<file path="src/rtl/genie_arb_pkg.sv">
// rtl/genie_arb_pkg.sv - shared mode encodings and client ids for the memory arbiter
package genie_arb_pkg;

    typedef enum logic {
        ARB_MODE_STATIC = 1'b0,
        ARB_MODE_RR     = 1'b1
    } arb_mode_e;

    // Client ids equal the decoder layer_type codes so sel can be wired straight through
    localparam int CLIENT_FC = 0;
    localparam int CLIENT_CV = 1;
    localparam int CLIENT_MP = 2;

endpackage

</file>
<file path="src/rtl/genie_arb_tagfifo.sv">
// rtl/genie_arb_tagfifo.sv - in-order tag FIFO recording which client owns each outstanding read
module genie_arb_tagfifo #(
    parameter int DEPTH = 8,
    parameter int W     = 2,
    parameter int PW    = $clog2(DEPTH)
) (
    input  logic          clk,
    input  logic          rst,
    input  logic          i_push,
    input  logic          i_pop,
    input  logic [W-1:0]  i_din,
    output logic [W-1:0]  o_dout,
    output logic          o_full,
    output logic          o_empty,
    output logic [PW:0]   o_count
);

    logic [W-1:0]  r_mem [DEPTH];
    logic [PW-1:0] r_wp;
    logic [PW-1:0] r_rp;
    logic [PW:0]   r_cnt;
    logic          w_push;
    logic          w_pop;

    // A full FIFO still takes a push when the same cycle frees a slot
    assign w_push  = i_push & (~o_full | i_pop);
    assign w_pop   = i_pop & ~o_empty;
    assign o_full  = (r_cnt == (PW+1)'(DEPTH));
    assign o_empty = (r_cnt == '0);
    assign o_count = r_cnt;
    assign o_dout  = r_mem[r_rp];

    always_ff @(posedge clk or posedge rst) begin
        if (rst) begin
            r_wp  <= '0;
            r_rp  <= '0;
            r_cnt <= '0;
        end else begin
            if (w_push) r_wp <= r_wp + 1'b1;
            if (w_pop)  r_rp <= r_rp + 1'b1;
            r_cnt <= r_cnt + {{PW{1'b0}}, w_push} - {{PW{1'b0}}, w_pop};
        end
    end

    always_ff @(posedge clk) begin
        if (w_push) r_mem[r_wp] <= i_din;
    end

endmodule

</file>
<file path="src/rtl/genie_mem_arbiter.sv">
// rtl/genie_mem_arbiter.sv - N-client static/round-robin arbiter for the shared memory port
// GENIE_ARB_RDREG_EN registers c_rready/c_rdata (+1 cycle response latency).
module genie_mem_arbiter
    import genie_arb_pkg::*;
#(
    parameter int NCLIENT = 4,
    parameter int AW      = 26,
    parameter int DW      = 32,
    parameter int MAXOUT  = 8,
    parameter int IDW     = $clog2(NCLIENT)
) (
    input  logic                   clk,
    input  logic                   rst,
    input  logic                   mode,
    input  logic [IDW-1:0]         sel,
    input  logic [NCLIENT-1:0]     c_wvalid,
    output logic [NCLIENT-1:0]     c_wready,
    input  logic [NCLIENT*AW-1:0]  c_waddr,
    input  logic [NCLIENT*DW-1:0]  c_wdata,
    input  logic [NCLIENT-1:0]     c_rvalid,
    output logic [NCLIENT-1:0]     c_raccept,
    input  logic [NCLIENT*AW-1:0]  c_raddr,
    output logic [NCLIENT-1:0]     c_rready,
    output logic [DW-1:0]          c_rdata,
    output logic                   m_wvalid,
    input  logic                   m_wready,
    output logic [AW-1:0]          m_waddr,
    output logic [DW-1:0]          m_wdata,
    output logic                   m_rvalid,
    input  logic                   m_raccept,
    output logic [AW-1:0]          m_raddr,
    input  logic                   m_rdvalid,
    input  logic [DW-1:0]          m_rdata,
    output logic [$clog2(MAXOUT):0] rd_pending,
    output logic                   err
);

    // Returns {valid, id}; RR scans downwards so the nearest requester at/after ptr wins
    function automatic logic [IDW:0] f_pick(input logic [NCLIENT-1:0] req, input logic md,
                                            input logic [IDW-1:0] s, input logic [IDW-1:0] ptr);
        int idx;
        f_pick = '0;
        if (md == ARB_MODE_RR) begin
            for (int k = NCLIENT - 1; k >= 0; k--) begin
                idx = (int'(ptr) + k) % NCLIENT;
                if (req[idx]) f_pick = {1'b1, IDW'(idx)};
            end
        end else if (int'(s) < NCLIENT && req[s]) begin
            f_pick = {1'b1, s};
        end
    endfunction

    function automatic logic [IDW-1:0] f_next(input logic [IDW-1:0] g);
        return IDW'((int'(g) + 1) % NCLIENT);
    endfunction

    logic [1:0][NCLIENT-1:0] w_req;
    logic [1:0]              w_gv;
    logic [1:0]              w_lock_req;
    logic [1:0]              w_xfer;
    logic [1:0][IDW-1:0]     w_gid;
    logic [IDW-1:0]          w_head;
    logic                    w_full;
    logic                    w_empty;
    logic                    w_pop;
    logic                    w_rd_block;
    logic [NCLIENT-1:0]      w_rsel;
    logic                    r_err;

    assign w_req[0] = c_wvalid;
    assign w_req[1] = c_rvalid;

    // Channel 0 = write, channel 1 = read; identical grant/lock rules
    for (genvar ch = 0; ch < 2; ch++) begin : g_chan
        logic           r_lock;
        logic [IDW-1:0] r_id;
        logic [IDW-1:0] r_ptr;
        logic [IDW:0]   w_pick;

        assign w_pick         = f_pick(w_req[ch], mode, sel, r_ptr);
        assign w_gv[ch]       = r_lock | w_pick[IDW];
        assign w_gid[ch]      = r_lock ? r_id : w_pick[IDW-1:0];
        assign w_lock_req[ch] = w_gv[ch] & w_req[ch][w_gid[ch]];

        always_ff @(posedge clk or posedge rst) begin
            if (rst) begin
                r_lock <= 1'b0;
                r_id   <= '0;
                r_ptr  <= '0;
            end else if (w_xfer[ch]) begin
                r_lock <= 1'b0;
                r_ptr  <= f_next(w_gid[ch]);
            end else if (w_lock_req[ch]) begin
                r_lock <= 1'b1;
                r_id   <= w_gid[ch];
            end
        end
    end

    assign m_wvalid  = w_lock_req[0];
    assign w_xfer[0] = w_lock_req[0] & m_wready;
    assign m_waddr   = w_gv[0] ? c_waddr[int'(w_gid[0])*AW +: AW] : '0;
    assign m_wdata   = w_gv[0] ? c_wdata[int'(w_gid[0])*DW +: DW] : '0;
    assign c_wready  = w_xfer[0] ? (NCLIENT'(1) << w_gid[0]) : '0;

    // A response in the same cycle frees a tag slot, so a full FIFO need not stall then
    assign w_pop      = m_rdvalid & ~w_empty;
    assign w_rd_block = w_full & ~w_pop;
    assign m_rvalid   = w_lock_req[1] & ~w_rd_block;
    assign w_xfer[1]  = m_rvalid & m_raccept;
    assign m_raddr    = w_gv[1] ? c_raddr[int'(w_gid[1])*AW +: AW] : '0;
    assign c_raccept  = w_xfer[1] ? (NCLIENT'(1) << w_gid[1]) : '0;

    genie_arb_tagfifo #(
        .DEPTH (MAXOUT),
        .W     (IDW)
    ) u_tagfifo (
        .clk     (clk),
        .rst     (rst),
        .i_push  (w_xfer[1]),
        .i_pop   (w_pop),
        .i_din   (w_gid[1]),
        .o_dout  (w_head),
        .o_full  (w_full),
        .o_empty (w_empty),
        .o_count (rd_pending)
    );

    always_ff @(posedge clk or posedge rst) begin
        if (rst)                       r_err <= 1'b0;
        else if (m_rdvalid && w_empty) r_err <= 1'b1;
    end
    assign err = r_err;

    assign w_rsel = w_pop ? (NCLIENT'(1) << w_head) : '0;

`ifdef GENIE_ARB_RDREG_EN
    logic [NCLIENT-1:0] r_rready;
    logic [DW-1:0]      r_rdata;

    always_ff @(posedge clk or posedge rst) begin
        if (rst) begin
            r_rready <= '0;
            r_rdata  <= '0;
        end else begin
            r_rready <= w_rsel;
            if (w_pop) r_rdata <= m_rdata;
        end
    end
    assign c_rready = r_rready;
    assign c_rdata  = r_rdata;
`else
    assign c_rready = w_rsel;
    assign c_rdata  = m_rdata;
`endif

endmodule

</file>
<file path="config.mk">
export PLATFORM = sky130hd
export DESIGN_NAME = genie_mem_arbiter
export DESIGN_NICKNAME = d
export VERILOG_FILES = /design/src/rtl/genie_arb_pkg.sv /design/src/rtl/genie_arb_tagfifo.sv /design/src/rtl/genie_mem_arbiter.sv
export SDC_FILE = /design/constraint.sdc
export NUM_CORES = 1
export LEC_CHECK = 0
export ABC_AREA = 1
export BUFFER_PORTS_ARGS = -buffer_cell sky130_fd_sc_hd__buf_2
export CORE_AREA = 2 2 203 205
export DETAILED_ROUTE_END_ITERATION = 16
export DIE_AREA = 0 0 205 207
export PLACE_DENSITY_LB_ADDON = 0.2
export SLEW_MARGIN = 20
export SYNTH_ARGS = -nofsm -noshare
export SYNTH_HDL_FRONTEND = slang
export SYNTH_SLANG_ARGS = --single-unit
</file>
<file path="constraint.sdc">
create_clock -name clk -period 2.75 [get_ports clk]
set_input_delay 0.4125 -clock clk [delete_from_list [all_inputs] [get_ports clk]]
set_output_delay 0.4125 -clock clk [all_outputs]
set_load 0.01 [all_outputs]
</file>
; ---- Word-level counts from Yosys, hierarchy flattened
; Memories as Yosys holds them, arrays and structs flattened.
; Index checks and enable logic that the tools add are counted.
[totals]
memories = 1
reg_bits = 21
inputBits = 384
out_inout_bits = 135
ramBits = 16
[classes]
order_cmp = 11
n_eq_ne = 1
mux = 56
n_mul = 2
bitwise = 24
n_addsub = 12
reduce_logical = 12
n_shift = 6
[mem_list]
columns = memory, words, word_bits, read_ports, rd_ports_with_merged_regs, write_ports, line_no
row1 = u_tagfifo.r_mem, 8, 2, 1, 0, 1, genie_arb_tagfifo.sv:18  ; logic [W-1:0] r_mem [DEPTH];
[op_table]
columns = op, n
row1 = $shiftx 104x8->26, 2
row2 = $shiftx 128x8->32, 1
row3 = $mux 26, 2
row4 = $mux 3, 12
row5 = $mux 32, 1
row6 = $bmux 1 s2, 12
row7 = $lt 3x4->1 const B, 6
row8 = $mux 1, 24
row9 = $lt 2x3->1 const B, 5
row10 = $mul 2x4->6 const B, 2
row11 = $mux 4, 3
row12 = $reduce_or 2->1, 6
row13 = $shl 1x2->4 const A, 3
row14 = $and 1x1->1, 9
row15 = $add 2x1->2 const B, 4
row16 = $add 2x2->2 const B, 4
row17 = $add 3x1->3 const B, 2
row18 = $and 1x1->1 const A, 6
row19 = $not 1->1, 6
row20 = $add 4x1->4, 1
row21 = $eq 4x4->1 const B, 1
row22 = $logic_not 4->1, 1
row23 = $mux 2, 2
row24 = $reduce_and 2->1, 2
row25 = 4 further kinds, 7

; ---- Logic depth before layout (Yosys ltp)
[depth]
depth_word = 20
mapped_depth = 22
depth_no_buf = 20

; ---- By module
; From an unflattened synthesis, not the netlist that was laid out.
[hier_totals]
cells_unflattened = 1070
hier_area_um2 = 5889.4
[modules_own_cells]
columns = module, seq_area_each_um2, cells_per_inst, instances, area_per_inst_um2
row1 = genie_mem_arbiter, 275.3, 921, 1, 4506.8
row2 = genie_arb_tagfifo, 730.7, 149, 1, 1382.6

; ---- Least setup slack after synthesis
; No wires, ideal clock.
[synth_path]
path_type = input-to-reg
start = in sel[0]
end = reg u_tagfifo.r_cnt[2], in the netlist u_tagfifo.o_count[2]
setup_slack_ns = -0.005
t_arrival_ns = 2.633
t_required_ns = 2.627
stages = 17
path_buffers = 2
path_cell_list = buf_2 > a21oi_1 > o21ai_0 > a21oi_1 > a21oi_1 > nand2_2 > nand2_2 > nand2_1 > nand3_1 > nand2_2 > nand4_4 > buf_4 > inv_2 > ha_1 > inv_1 > fa_1 > xnor2_1
[synth_via]
elab_chain_len = 13
word_cells_on_any_way = 14
[synth_rtl]
columns = item, line_no
row1 = from (decl), genie_mem_arbiter.sv:15  ; input logic [IDW-1:0] sel,
row2 = $bmux 1 s2, genie_mem_arbiter.sv:48  ; end else if (int'(s) < NCLIENT && req[s]) begin
row3 = $mux 1 (not written as such), genie_mem_arbiter.sv:48
row4 = $mux 3 *, genie_mem_arbiter.sv:48
row5 = $mux 3 *, genie_mem_arbiter.sv:43  ; if (md == ARB_MODE_RR) begin
row6 = $mux 2, genie_mem_arbiter.sv:82  ; assign w_gid[ch] = r_lock ? r_id : w_pick[IDW-1:0];
row7 = $bmux 1 s2, genie_mem_arbiter.sv:83  ; assign w_lock_req[ch] = w_gv[ch] & w_req[ch][w_gid[ch]];
row8 = $mux 1 (not written as such), genie_mem_arbiter.sv:83
row9 = $and 1x1->1 *, genie_mem_arbiter.sv:83
row10 = $and 1x1->1 *, genie_mem_arbiter.sv:109  ; assign m_rvalid = w_lock_req[1] & ~w_rd_block;
row11 = $and 1x1->1 *, genie_mem_arbiter.sv:110  ; assign w_xfer[1] = m_rvalid & m_raccept;
row12 = $and 1x1->1 *, genie_arb_tagfifo.sv:26  ; assign w_push = i_push & (~o_full | i_pop);
row13 = named net u_tagfifo.w_push, genie_arb_tagfifo.sv:22  ; logic w_push;
row14 = $add 4x1->4 *, genie_arb_tagfifo.sv:41  ; r_cnt <= r_cnt + {{PW{1'b0}}, w_push} - {{PW{1'b0}}, w_pop};
row15 = $sub 4x1->4 *, genie_arb_tagfifo.sv:41
row16 = to (signal assigned), genie_arb_tagfifo.sv:41
row17 = to (decl), genie_arb_tagfifo.sv:21  ; logic [PW:0] r_cnt;
; Mark *: on every way through the listed nets, which the timed path passes. The rest lies on a longest branch. The select of a mux whose other input is x is not followed.
; A chain may end at the register's enable or synchronous reset.

; ---- Worst setup path in the final report
[layout_path]
start = reg g_chan[0].r_ptr[0]
end = out m_waddr[14]
[layout_via]
elab_chain_len = 13
word_cells_on_any_way = 24
[layout_rtl]
columns = item, line_no
row1 = from (decl), genie_mem_arbiter.sv:77  ; logic [IDW-1:0] r_ptr;
row2 = from (signal assigned), genie_mem_arbiter.sv:92  ; r_ptr <= f_next(w_gid[ch]);
row3 = $add 2x2->2, genie_mem_arbiter.sv:45  ; idx = (int'(ptr) + k) % NCLIENT;
row4 = $bmux 1 s2, genie_mem_arbiter.sv:46  ; if (req[idx]) f_pick = {1'b1, IDW'(idx)};
row5 = $mux 1 (not written as such) (2 in a row), genie_mem_arbiter.sv:46
row6 = $mux 3 (3 in a row), genie_mem_arbiter.sv:46
row7 = $mux 3 *, genie_mem_arbiter.sv:46
row8 = $mux 3 *, genie_mem_arbiter.sv:43
row9 = $mux 2, genie_mem_arbiter.sv:82
row10 = $mul 2x4->6, genie_mem_arbiter.sv:102  ; assign m_waddr = w_gv[0] ? c_waddr[int'(w_gid[0])*AW +: AW] : '0;
row11 = $shiftx 104x8->26, genie_mem_arbiter.sv:102
row12 = $mux 26 *, genie_mem_arbiter.sv:102
row13 = to (decl), genie_mem_arbiter.sv:27  ; output logic [AW-1:0] m_waddr,
; Mark *: on every way between the ends. The rest lies on a longest branch, timed or not. The select of a mux whose other input is x is not followed.

==> metrics.txt <==
run status finished with violations; violations in the final reports negative setup slack; DRT antenna net count 0; area delta synth->final 96.59%; Unique masters post-synth 39; Relative slew margins 64.23%; clk sinks 37; GP Congestion 0.9577; Slew Viols, Final 0; nature of the critical path endpoint output port; GR Overflow Total 0; final WL 34,950 um; Synth Register Bits 37; Layout Skew 7.282 ps; Die X 205 um; Yosys top cell area share 23.86%; Worst EP required 2340 ps; placed insts 2,019; mean routed wirelength per cell 16.65 um; top cells by area, synth nor2_1 24%, o21ai_0 15%, dfrtp_1 9.1%, edfxtp_1 8.3%, a21oi_1 8.1%; Die Y 207 um; worst-skew pair later-pin latency 290 ps; Syn Inst Count 1,044; Hold Buf Count CTS 0; # H-tree levels 2; DP Worst Slack -385.6 ps; area of placed instances 9036 um2; CP startpoint kind flip-flop; max-cap viol count 0; Worst Hold Class primary input to async pin; Clock transition at path regs 60 ps; cell area power density 1524 nW/um2; critical path arrival 2740 ps; crit share post-route 114.5%; LEAKAGE 5.425 nW; first-pass GRT wire length 50,080 um; Final Hold Viols 0; io pins 519; crit path kind flip-flop to output port; CTS Buf Count 5; pin count of the biggest net entering global routing 30; DR DRC count 0; synth warn 0; syn_area_per_cell 5.515 um2; DIE AREA 42,440 um2; HPWL after DPL 26,880 um; core footprint 40,370 um2; DR vias 8,839; Avg Vias per Cell 4.211; Worst VDD drop 0.0005690 V; fin area 11,320 um2; initial antenna violation count 12; Post-synth EDFFs 16; Tmin final 3150 ps; CTS root buffer clkbuf_16; setup ws final -399.6 ps; Synth Flop Type dfrtp_1; vias in the first global route 8,445; FFs w/ async S/R, synth 56.76%; actual slew at the worst max-slew pin 534.1 ps; Worst Path Max Fanout 16; leading cell type by number of instances after synthesis nor2_1; Std-Cell Rows 74; drt first pass iters 5; endpoints failing setup 96; Post-layout nets 1,958; Iteration-0 DRC Markers 506; RSZ-0062 raised after global routing yes; Synth top cells by count 366 x nor2_1, 170 x o21ai_0, 99 x nand2_1; smallest hold slack 162.5 ps; post-synthesis sequential area ratio 17.47%; area leader, netlist nor2_1; Initial Util 14.26%; Finished Layout Cells 2,099; FMAX 0.3175 GHz; syn nets 1,445; Clock Tree Buf Depth 2; Buffers on Ports 454; layout cells sized above 1 54.30%; TritonCTS clock tree built; gr usage total 15.25%; Mapped Area 5758 um2
-- worst max-delay path, stage by stage, from the launching register on --
cell     delay, ps
dfrtp_2        460
buf_4          170
o21ai_2        180
nand2_1         90
nand3_2        100
nand2_1         60
nand2_1         50
nand2_1         50
nand2_2         90
buf_4          120
nand2_4         50
nand2_4        120
buf_12         170
buf_4          150
o21ai_0         80
a21oi_1        270
buf_4          210
-- stage by stage --
stage | power, mW | setup TNS (ps) | utilization [%]
3_3_place_gp | 11.86 | -10730 | 22.38
5_1_grt | 18.67 | -40930 | 28.03
6_report | 17.25 | -23520 | 28.04
2_1_floorplan | 7.225 | 0 | -
3_5_place_dp | 11.88 | -13570 | 22.38
4_1_cts | 16.18 | -33440 | 26.36
-- final timing paths --
check                                               startpoint                             end  slack (ps)  depth (start not counted)
worst max-delay path            g_chan[0].r_ptr[0]$_DFFE_PP0P_                     m_waddr[14]        -400                         16
worst min-delay path                                       rst  u_tagfifo.o_count[2]$_DFF_PP0_         160                          3
worst max register to register  g_chan[1].r_ptr[0]$_DFFE_PP0P_  u_tagfifo.o_count[1]$_DFF_PP0_         -80                         21
worst min register to register                 err$_DFFE_PP0P_                 err$_DFFE_PP0P_         470                          1
max in group asynchronous                                  rst  g_chan[0].r_ptr[0]$_DFFE_PP0P_        2300                          3
min in group clk                                     m_rdvalid                 err$_DFFE_PP0P_         370                          3
-- report_power, final --
part	total, mW	internal [mW]	leakage [nW]	switching (mW)
combinational	15.6	7.31	4.95	8.25
sequential	1.02	0.824	0.394	0.197
clock	0.675	0.430	0.0842	0.245
-- what timing repair did --
item,in CTS,in global routing
gates resized for setup,242,266
cloned,20,3
setup buffers,37,17
pin swaps,62,110
setup endpoints to repair,96,115
-- placed cells by master (no fill, tap or decap), types with 2 or more instances in the layout --
master     netlist  layout
buf_2           19     436
nor2_1         366     274
o21ai_1         23     130
buf_4           45      77
a21oi_1         93      69
nor2_2           4      69
nand2_1         99      63
inv_1           51      45
o21ai_0        170      37
buf_6            2      36
buf_12           0      33
nor2_4           0      27
nand2_2          4      25
a21oi_2          0      23
o21ai_2          2      22
nand3_1         30      18
dfrtp_1         21      18
edfxtp_1        16      16
nand2_4          0      14
ha_1            16      14
buf_8            2      14
inv_2            7      11
nand3_2          1      10
nand4_1         10      10
diode_2          0       9
clkbuf_16        0       7
o21ai_4          0       6
buf_16           0       5
bufbuf_16        0       5
o22ai_1          4       4
xor2_1           3       3
nand3_4          0       3
dfrtp_2          0       3
xnor2_1          2       2
o2111ai_1        2       2
or2_4            0       2
a31oi_1          2       2
or2_2            3       2
o211ai_1         2       2
inv_6            0       2
-- cell families (layout without fill, tap and decap cells) --
kind of cell,Yosys count,after routing,share of synthesized area (%)
buffers and inverters,163,677,14.67
DFF,37,37,17.47
and+or+nand+nor,520,520,36.14
AOI/OAI and AO/OA,301,301,26.86
xor gates and xnor gates,6,6,1.043
adders and majority gates,17,17,3.824
other,0,9,0
-- per-layer routing --
metal	vias to the layer above	GRT usage, %	routed length [um]
li1	4431	-	-
met1	4105	20.45	15510
met2	258	24.69	16620
met3	39	3.540	2342
met4	6	3.473	436
met5	-	0	41
-- flip-flops by register name, indices dropped and copies added, names as in the netlist --
register and cells:
err 1, g_chan.r_id 4, g_chan.r_lock 2, g_chan.r_ptr 4, u_tagfifo.o_count 4, u_tagfifo.r_mem 16, u_tagfifo.r_rp 3, u_tagfifo.r_wp 3
-- cell type report --
class / instances / area (um2)
Timing Repair Buffer: 608 / 4387
Sequential cell: 37 / 1010
Timing Repair inverter: 1 / 16.27
Tap cell: 532 / 665.6
Antenna cell: 9 / 22.52
Clock inverter: 3 / 43.79
Fill cell: 4583 / 29050
Multi-Input combinational cell: 844 / 4800
Inverter: 60 / 250.2
Clock buffer: 5 / 125.1
(Power assumes the default switching activity.)
